$ cat src/rtl/bidirect_deser_if.sv
// rtl/bidirect_deser_if.sv - serial input and word output bundle for bidirect_deser
interface bidirect_deser_if #(
  parameter int W = 4
);
  logic         en;
  logic         sin;
  logic         left;
  logic         right;
  logic         clr;
  logic [W-1:0] q;
  logic         q_valid;
  logic         q_ready;
  logic         busy;
  logic         dir;
  logic         ovf;

  modport master (
    output en, sin, left, right, clr, q_ready,
    input  q, q_valid, busy, dir, ovf
  );

  modport slave (
    input  en, sin, left, right, clr, q_ready,
    output q, q_valid, busy, dir, ovf
  );
endinterface

$ cat src/rtl/bidirect_deser.sv
// rtl/bidirect_deser.sv - serial-to-parallel receiver with direction latch and one-word skid
module bidirect_deser #(
  parameter int W = 4
) (
  input  logic             i_clk,
  input  logic             i_rst,
  bidirect_deser_if.slave  bus
);
  localparam int CW = $clog2(W + 1);

  typedef enum logic [1:0] {S_IDLE, S_SHIFT, S_HOLD} state_t;

  state_t         r_state;
  state_t         w_next;
  logic [W-1:0]   r_sr;
  logic [W-1:0]   r_q;
  logic [CW-1:0]  r_cnt;
  logic           r_q_valid;
  logic           r_dir;
  logic           r_ovf;

  logic           w_legal;
  logic           w_drain;
  logic           w_last;
  logic           w_out_free;
  logic           w_take_bit;
  logic           w_load_shift;
  logic           w_load_hold;
  logic           w_drop;
  logic           w_shift_dir;
  logic [W-1:0]   w_sr_next;

  assign w_legal    = bus.left ^ bus.right;
  assign w_drain    = r_q_valid & bus.q_ready;
  assign w_last     = (r_cnt == CW'(W - 1));
  assign w_out_free = ~r_q_valid | bus.q_ready;
  assign w_sr_next  = w_shift_dir ? {bus.sin, r_sr[W-1:1]} : {r_sr[W-2:0], bus.sin};

  always_ff @(posedge i_clk) begin
    if (!i_rst) begin
      r_state <= S_IDLE;
    end else begin
      r_state <= w_next;
    end
  end

  always_comb begin
    w_next = r_state;
    if (bus.clr) begin
      w_next = S_IDLE;
    end else begin
      case (r_state)
        S_IDLE:  if (bus.en && w_legal) w_next = S_SHIFT;
        S_SHIFT: if (bus.en && w_last) w_next = w_out_free ? S_IDLE : S_HOLD;
        S_HOLD:  if (w_drain) w_next = S_IDLE;
        default: w_next = S_IDLE;
      endcase
    end
  end

  // Direction comes from the inputs only on the first bit; mid-frame it is the latched one.
  always_comb begin
    w_take_bit   = 1'b0;
    w_load_shift = 1'b0;
    w_load_hold  = 1'b0;
    w_drop       = 1'b0;
    w_shift_dir  = r_dir;
    if (!bus.clr) begin
      case (r_state)
        S_IDLE: begin
          if (bus.en && w_legal) begin
            w_take_bit  = 1'b1;
            w_shift_dir = bus.right;
          end
        end
        S_SHIFT: begin
          if (bus.en) begin
            w_take_bit   = 1'b1;
            w_load_shift = w_last & w_out_free;
          end
        end
        S_HOLD: begin
          w_drop      = bus.en;
          w_load_hold = w_drain;
        end
        default: ;
      endcase
    end
  end

  always_ff @(posedge i_clk) begin
    if (!i_rst) begin
      r_sr      <= '0;
      r_cnt     <= '0;
      r_q       <= '0;
      r_q_valid <= 1'b0;
      r_dir     <= 1'b0;
      r_ovf     <= 1'b0;
    end else begin
      if (bus.clr) begin
        r_sr  <= '0;
        r_cnt <= '0;
        r_ovf <= 1'b0;
      end else begin
        if (w_load_shift || w_load_hold) begin
          r_sr  <= '0;
          r_cnt <= '0;
        end else if (w_take_bit) begin
          r_sr  <= w_sr_next;
          r_cnt <= r_cnt + CW'(1);
        end
        if (w_drop) r_ovf <= 1'b1;
      end

      if (r_state == S_IDLE && w_take_bit) r_dir <= bus.right;

      if (w_load_shift)     r_q <= w_sr_next;
      else if (w_load_hold) r_q <= r_sr;

      if (w_load_shift || w_load_hold) r_q_valid <= 1'b1;
      else if (w_drain)                r_q_valid <= 1'b0;
    end
  end

  assign bus.q       = r_q;
  assign bus.q_valid = r_q_valid;
  assign bus.busy    = (r_state != S_IDLE);
  assign bus.dir     = r_dir;
  assign bus.ovf     = r_ovf;
endmodule
$ cat src/flat_wrapper.sv
// flat-port wrapper written by rule: the top's interface ports become plain ports
module bidirect_deser_flat 
#(
  parameter int W = 4
)
  (i_clk, i_rst, bus_en, bus_sin, bus_left, bus_right, bus_clr, bus_q_ready, bus_q, bus_q_valid, bus_busy, bus_dir, bus_ovf);
  bidirect_deser_if #(.W(W)) bus_i ();
  input  logic i_clk;
  input  logic i_rst;
  input wire logic [$bits(bus_i.en)-1:0] bus_en;
  input wire logic [$bits(bus_i.sin)-1:0] bus_sin;
  input wire logic [$bits(bus_i.left)-1:0] bus_left;
  input wire logic [$bits(bus_i.right)-1:0] bus_right;
  input wire logic [$bits(bus_i.clr)-1:0] bus_clr;
  input wire logic [$bits(bus_i.q_ready)-1:0] bus_q_ready;
  output wire logic [$bits(bus_i.q)-1:0] bus_q;
  output wire logic [$bits(bus_i.q_valid)-1:0] bus_q_valid;
  output wire logic [$bits(bus_i.busy)-1:0] bus_busy;
  output wire logic [$bits(bus_i.dir)-1:0] bus_dir;
  output wire logic [$bits(bus_i.ovf)-1:0] bus_ovf;
  assign bus_i.en = bus_en;
  assign bus_i.sin = bus_sin;
  assign bus_i.left = bus_left;
  assign bus_i.right = bus_right;
  assign bus_i.clr = bus_clr;
  assign bus_i.q_ready = bus_q_ready;
  assign bus_q = bus_i.q;
  assign bus_q_valid = bus_i.q_valid;
  assign bus_busy = bus_i.busy;
  assign bus_dir = bus_i.dir;
  assign bus_ovf = bus_i.ovf;
  bidirect_deser #(.W(W)) u_core (.i_clk(i_clk), .i_rst(i_rst), .bus(bus_i));
endmodule
$ cat config.mk
export PLATFORM = sky130hd
export DESIGN_NAME = bidirect_deser_flat
export DESIGN_NICKNAME = d
export VERILOG_FILES = /design/src/rtl/bidirect_deser_if.sv /design/src/rtl/bidirect_deser.sv /design/src/flat_wrapper.sv
export SDC_FILE = /design/constraint.sdc
export NUM_CORES = 1
export LEC_CHECK = 0
export CAP_MARGIN = 25
export CORE_ASPECT_RATIO = 1.4
export CORE_UTILIZATION = 53
export DETAILED_ROUTE_END_ITERATION = 10
export PLACE_DENSITY = 0.83
export REMOVE_ABC_BUFFERS = 1
export SKIP_LAST_GASP = 1
export SLEW_MARGIN = 20
export SYNTH_ARGS = -nofsm -noshare
export SYNTH_HDL_FRONTEND = slang
export SYNTH_SLANG_ARGS = --single-unit
$ cat constraint.sdc
create_clock -name i_clk -period 2.3 [get_ports i_clk]
set_clock_uncertainty 0.05 [all_clocks]
set_input_delay 0.575 -clock i_clk [delete_from_list [all_inputs] [get_ports i_clk]]
set_output_delay 0.575 -clock i_clk [all_outputs]
set_load 0.005 [all_outputs]
; After elaboration in Yosys (flattened, before gate mapping)
; Cells that the tools add are included.
[word_totals]
register_bits = 16
latch_bits = 0
ramBits = 0
mem_bits_ro = 0
inputBits = 8
word_cells = 55
n_memories = 0
[classes]
add_sub_neg = 1
multipliers = 0
div = 0
magnitude_cmp = 0
eq_ne = 6
shifts = 0
n_mux = 24
bitwise = 6
n_reduce_logical = 11
[ops]
columns = cell, count
row1 = $mux 1, 15
row2 = $mux 4, 3
row3 = $mux 2, 4
row4 = $ne 2x1->1 const B, 3
row5 = $pmux 2 s3, 1
row6 = $reduce_bool 2->1, 3
row7 = $add 3x1->3 const B, 1
row8 = $eq 3x2->1 const B, 1
row9 = $logic_and 1x1->1, 3
row10 = $reduce_and 3->1, 1
row11 = $reduce_or 3->1, 1
row12 = $and 1x1->1, 2
row13 = $eq 2x1->1 const B, 1
row14 = $eq 2x2->1 const B, 1
row15 = $logic_not 2->1, 1
row16 = $not 1->1, 2
row17 = $pmux 1 s2, 1
row18 = $reduce_or 2->1, 1
row19 = $logic_or 1x1->1, 1
row20 = $or 1x1->1, 1
row21 = $xor 1x1->1, 1

; Longest topological paths before layout
[depth]
ltp_word = 8
ltp_mapped = 7
depth_no_buf = 6

; Worst setup path before layout
; OpenSTA, ideal clock, no wires.
[synth_timing]
kind = input to register
startpoint = input bus_clr
endpoint = register u_core.r_sr[1]
setup_time_ns = 0.125
arrival_time_ns = 1.648
setup_slack_ns = 0.477
stages = 4
path_buffers = 0
cell_sequence = or4b_4 o311a_1 nor3_2 o22ai_1
[synth_between]
elab_chain_cells = 3
[synth_lines]
columns = element, line_no
row1 = start: declaration, flat_wrapper.sv:14  ; input wire logic [$bits(bus_i.clr)-1:0] bus_clr;
row2 = $mux 1, bidirect_deser.sv:68  ; if (!bus.clr) begin
row3 = $logic_or 1x1->1, bidirect_deser.sv:105  ; if (w_load_shift || w_load_hold) begin
row4 = $reduce_or 3->1 (no line), n/a
row5 = end signal: assignment, bidirect_deser.sv:109  ; r_sr <= w_sr_next;
row6 = end: declaration, bidirect_deser.sv:15  ; logic [W-1:0] r_sr;
; Parallel ways exist; a longest one is shown, timed or not.
; A chain may end at the register's enable or synchronous reset.

; Worst setup path in the final report
[layout_timing]
startpoint = input bus_en
endpoint = register u_core.r_q[2] (netlist: u_core.bus.q[2])
[layout_between]
elab_chain_cells = 6
[layout_lines]
columns = element, line_no
row1 = start: declaration, flat_wrapper.sv:10  ; input wire logic [$bits(bus_i.en)-1:0] bus_en;
row2 = $logic_and 1x1->1, bidirect_deser.sv:71  ; if (bus.en && w_legal) begin
row3 = $mux 1, bidirect_deser.sv:71
row4 = $mux 1, bidirect_deser.sv:69  ; case (r_state)
row5 = $mux 1, bidirect_deser.sv:68
row6 = $mux 4, bidirect_deser.sv:37  ; assign w_sr_next = w_shift_dir ? {bus.sin, r_sr[W-1:1]} : {r_sr[W-2:0], bus.sin};
row7 = $mux 4, bidirect_deser.sv:117  ; if (w_load_shift) r_q <= w_sr_next;
row8 = end signal: assignment, bidirect_deser.sv:117
row9 = end signal: assignment, bidirect_deser.sv:118  ; else if (w_load_hold) r_q <= r_sr;
row10 = end: declaration, bidirect_deser.sv:16  ; logic [W-1:0] r_q;
; Parallel ways exist; a longest one is shown, timed or not.

==> impl_metrics.env <==
export IMPL_h_tree_depth=1
export IMPL_crit_start="bus_en"
export IMPL_grt_pass1_wl_um=4260
export IMPL_drt_total_wl_um=2540
export IMPL_grt_pass1_vias=970
export IMPL_max_slew_margin_rel=0.642
export IMPL_async_flop_share=0
export IMPL_drtAntennaViolNets=0
export IMPL_via_count=1071
export IMPL_fin_ws_ns=0.214
export IMPL_setup_worst_path_class="in2reg"
export IMPL_area_growth_pct=23.5
export IMPL_drt_iter0_drc=40
export IMPL_status="completed"
export IMPL_viasPerCell=6.23
export IMPL_portBuffers=15
export IMPL_period_share=0.907
export IMPL_reg2reg_to="u_core.bus.q[2]"
export IMPL_io_pins=16
export IMPL_synth_cell_types=37
export IMPL_die_w_um=40.2
export IMPL_core_region_area_um2=1950
export IMPL_critPathLaunchType="primary input"
export IMPL_clock_sinks=16
export IMPL_rows=19
export IMPL_layout_nets=162
export IMPL_ys_flop_type="dfxtp_1"
export IMPL_antenna_found_initial=0
export IMPL_drc=0
export IMPL_root_buffer="clkbuf_4"
export IMPL_worst_pin_slew_ns=0.532
export IMPL_syn_area_um2=1080
export IMPL_track_usage=0.270
export IMPL_start_util=0.556
export IMPL_dp_slack_ns=-0.0810
export IMPL_path_clk_slew_ns=0.10
export IMPL_finalSetupViolCount=0
export IMPL_rsz0062_at_grt="false"
export IMPL_hp_start="u_core.r_cnt[1]"
export IMPL_p_total_uw=566
export IMPL_routedWlPerCell_um=14.8
export IMPL_clock_latency_ns=0.29
export IMPL_final_min_clock_period_ns=2.09
export IMPL_ys_seq_elements=16
export IMPL_ys_warn_count=0
export IMPL_grt_max_degree=23
export IMPL_r2r_start="u_core.r_state[1]"
export IMPL_syn_mean_instance_area_um2=8.22
export IMPL_r2r_cells=4
export IMPL_hold_path_end="u_core.r_cnt[1]"
export IMPL_hold_path_cell_count=2
export IMPL_worstHoldPathType="reg2reg"
export IMPL_synth_edf_count=0
export IMPL_dpl_hpwl_um=1880
export IMPL_worst_ep_arrival_time_ns=2.21
export IMPL_worstSetupEndpointType="register"
export IMPL_finalHoldViolCount=0
export IMPL_tritoncts="done"
export IMPL_worst_path_max_fanout=4
export IMPL_ctsResizeCount=0
export IMPL_fmax_ghz=0.479
export IMPL_irDropWorstVdd_uv=396
export IMPL_dpl_cell_area_um2=1300
export IMPL_drive_above_1_share=0.139
export IMPL_leakage_nw=0.475
export IMPL_die_area_um2=2230
export IMPL_cp_required_ns=2.43
export IMPL_r2r_slack_ns=0.47
export IMPL_syn_inst=132
export IMPL_diodes=0
export IMPL_slew_viol_final=0
export IMPL_chipHeight_um=55.5
export IMPL_synth_seq_area_share=0.295
export IMPL_first_pass_iters=4
export IMPL_cts_buffers=3
export IMPL_cts_setup_buffers=0
export IMPL_cts_hold_buf=0
export IMPL_max_cap_viol_count=0
export IMPL_clockBufferDepth=2
export IMPL_gp_congestion=0.864
export IMPL_final_area_um2=1340
export IMPL_pwr_density_cell_nw_per_um2=422
export IMPL_grt_ovfl_total=0
worst max-delay path, cell delays in order:
cell	delay [ns]
clkdlybuf4s50_1	0.47
or4b_4	0.49
o311a_1	0.32
nor3_2	0.24
a211oi_1	0.11
through the flow:
stage / TNS (ns) / std cells / utilization / hold slack, ns
after floorplan: 0 / 122 / - / 0.390
after global placement: -0.0322 / 168 / 0.669 / 0.399
after detailed placement: -0.271 / 168 / 0.669 / 0.404
after CTS: 0 / 172 / 0.687 / 0.418
after global routing: 0 / 172 / 0.687 / 0.454
final: 0 / 172 / 0.687 / 0.420
cell families (layout without fill, tap and decap cells):
kind of cell	count (synthesis)	count (layout)	synth area share
AND/OR/NAND/NOR	57	57	0.345
AO/OA/AOI/OAI	37	37	0.240
flip-flops	16	16	0.295
buffers and inverters	16	35	0.0623
adder cells (fa/ha/maj)	2	2	0.0231
XOR/XNOR	2	2	0.0162
multiplexers	2	2	0.0185
power by group:
part           internal, mW  switching (mW)
sequential            0.280         0.00381
clock                0.0965          0.0914
combinational        0.0468          0.0474
cell type report:
| cell class | instances | area, um2 |
|---|---|---|
| Inverter | 6 | 22.5 |
| Tap cell | 21 | 26.3 |
| Clock buffer | 4 | 36.3 |
| Sequential cell | 16 | 320 |
| Multi-Input combinational cell | 100 | 697 |
| Timing Repair Buffer | 25 | 238 |
| Fill cell | 165 | 609 |
state kept, by name (all words and copies together) (netlist names):
register,count
u_core.bus.q,4
u_core.r_sr,4
u_core.r_cnt,3
u_core.r_state,2
u_core.bus.dir,1
u_core.bus.ovf,1
u_core.bus.q_valid,1
cell usage in the layout, fill, tap and decap left out, types with 5 or more instances in the layout:
cell             Yosys  layout
nor2_1               5       5
buf_4                0       9
dfxtp_1             16      16
nand2_1             11      11
a21oi_1             10      10
nand3b_1            10      10
nand2b_1             5       5
inv_1                6       6
a211oi_1             6       6
clkdlybuf4s50_1      0      15
worst max-delay path by stage:
stage	endpoint	slack, ns	cells past startpoint
final	u_core.bus.q[2]	0.21	5
after global placement	u_core.r_sr[1]	-0.02	5
after floorplan	u_core.r_sr[1]	0.48	4
after CTS	u_core.bus.q[2]	0.21	5
after detailed placement	u_core.bus.q[2]	-0.08	5
after global routing	u_core.r_sr[3]	0.06	5
synthesized netlist by cell type, types with 2 or more instances:
cell type,number,share of area
dfxtp_1,16,0.30
nand2_1,11,0.038
a21oi_1,10,0.046
nand3b_1,10,0.069
clkbuf_1,9,0.031
a211oi_1,6,0.042
inv_1,6,0.021
nand2b_1,5,0.029
nor2_1,5,0.017
a21boi_0,4,0.028
a311oi_1,4,0.032
nor3_1,4,0.018
o22ai_1,4,0.023
nand3_1,3,0.014
nor3b_1,3,0.021
a311o_1,2,0.018
and3b_1,2,0.016
and4b_1,2,0.018
ha_1,2,0.023
mux2i_1,2,0.018
nand4_1,2,0.012
nor2b_1,2,0.012
nor3_2,2,0.018
o311a_1,2,0.018
or3b_2,2,0.016
per-layer routing:
layer,vias up,GRT usage,routed length [um]
met5,-,0,0
met4,0,0.162,101
met3,13,0.0482,108
met2,33,0.417,1220
met1,492,0.330,1100
li1,533,-,-
Note: power is estimated with default switching activity, not from simulation.
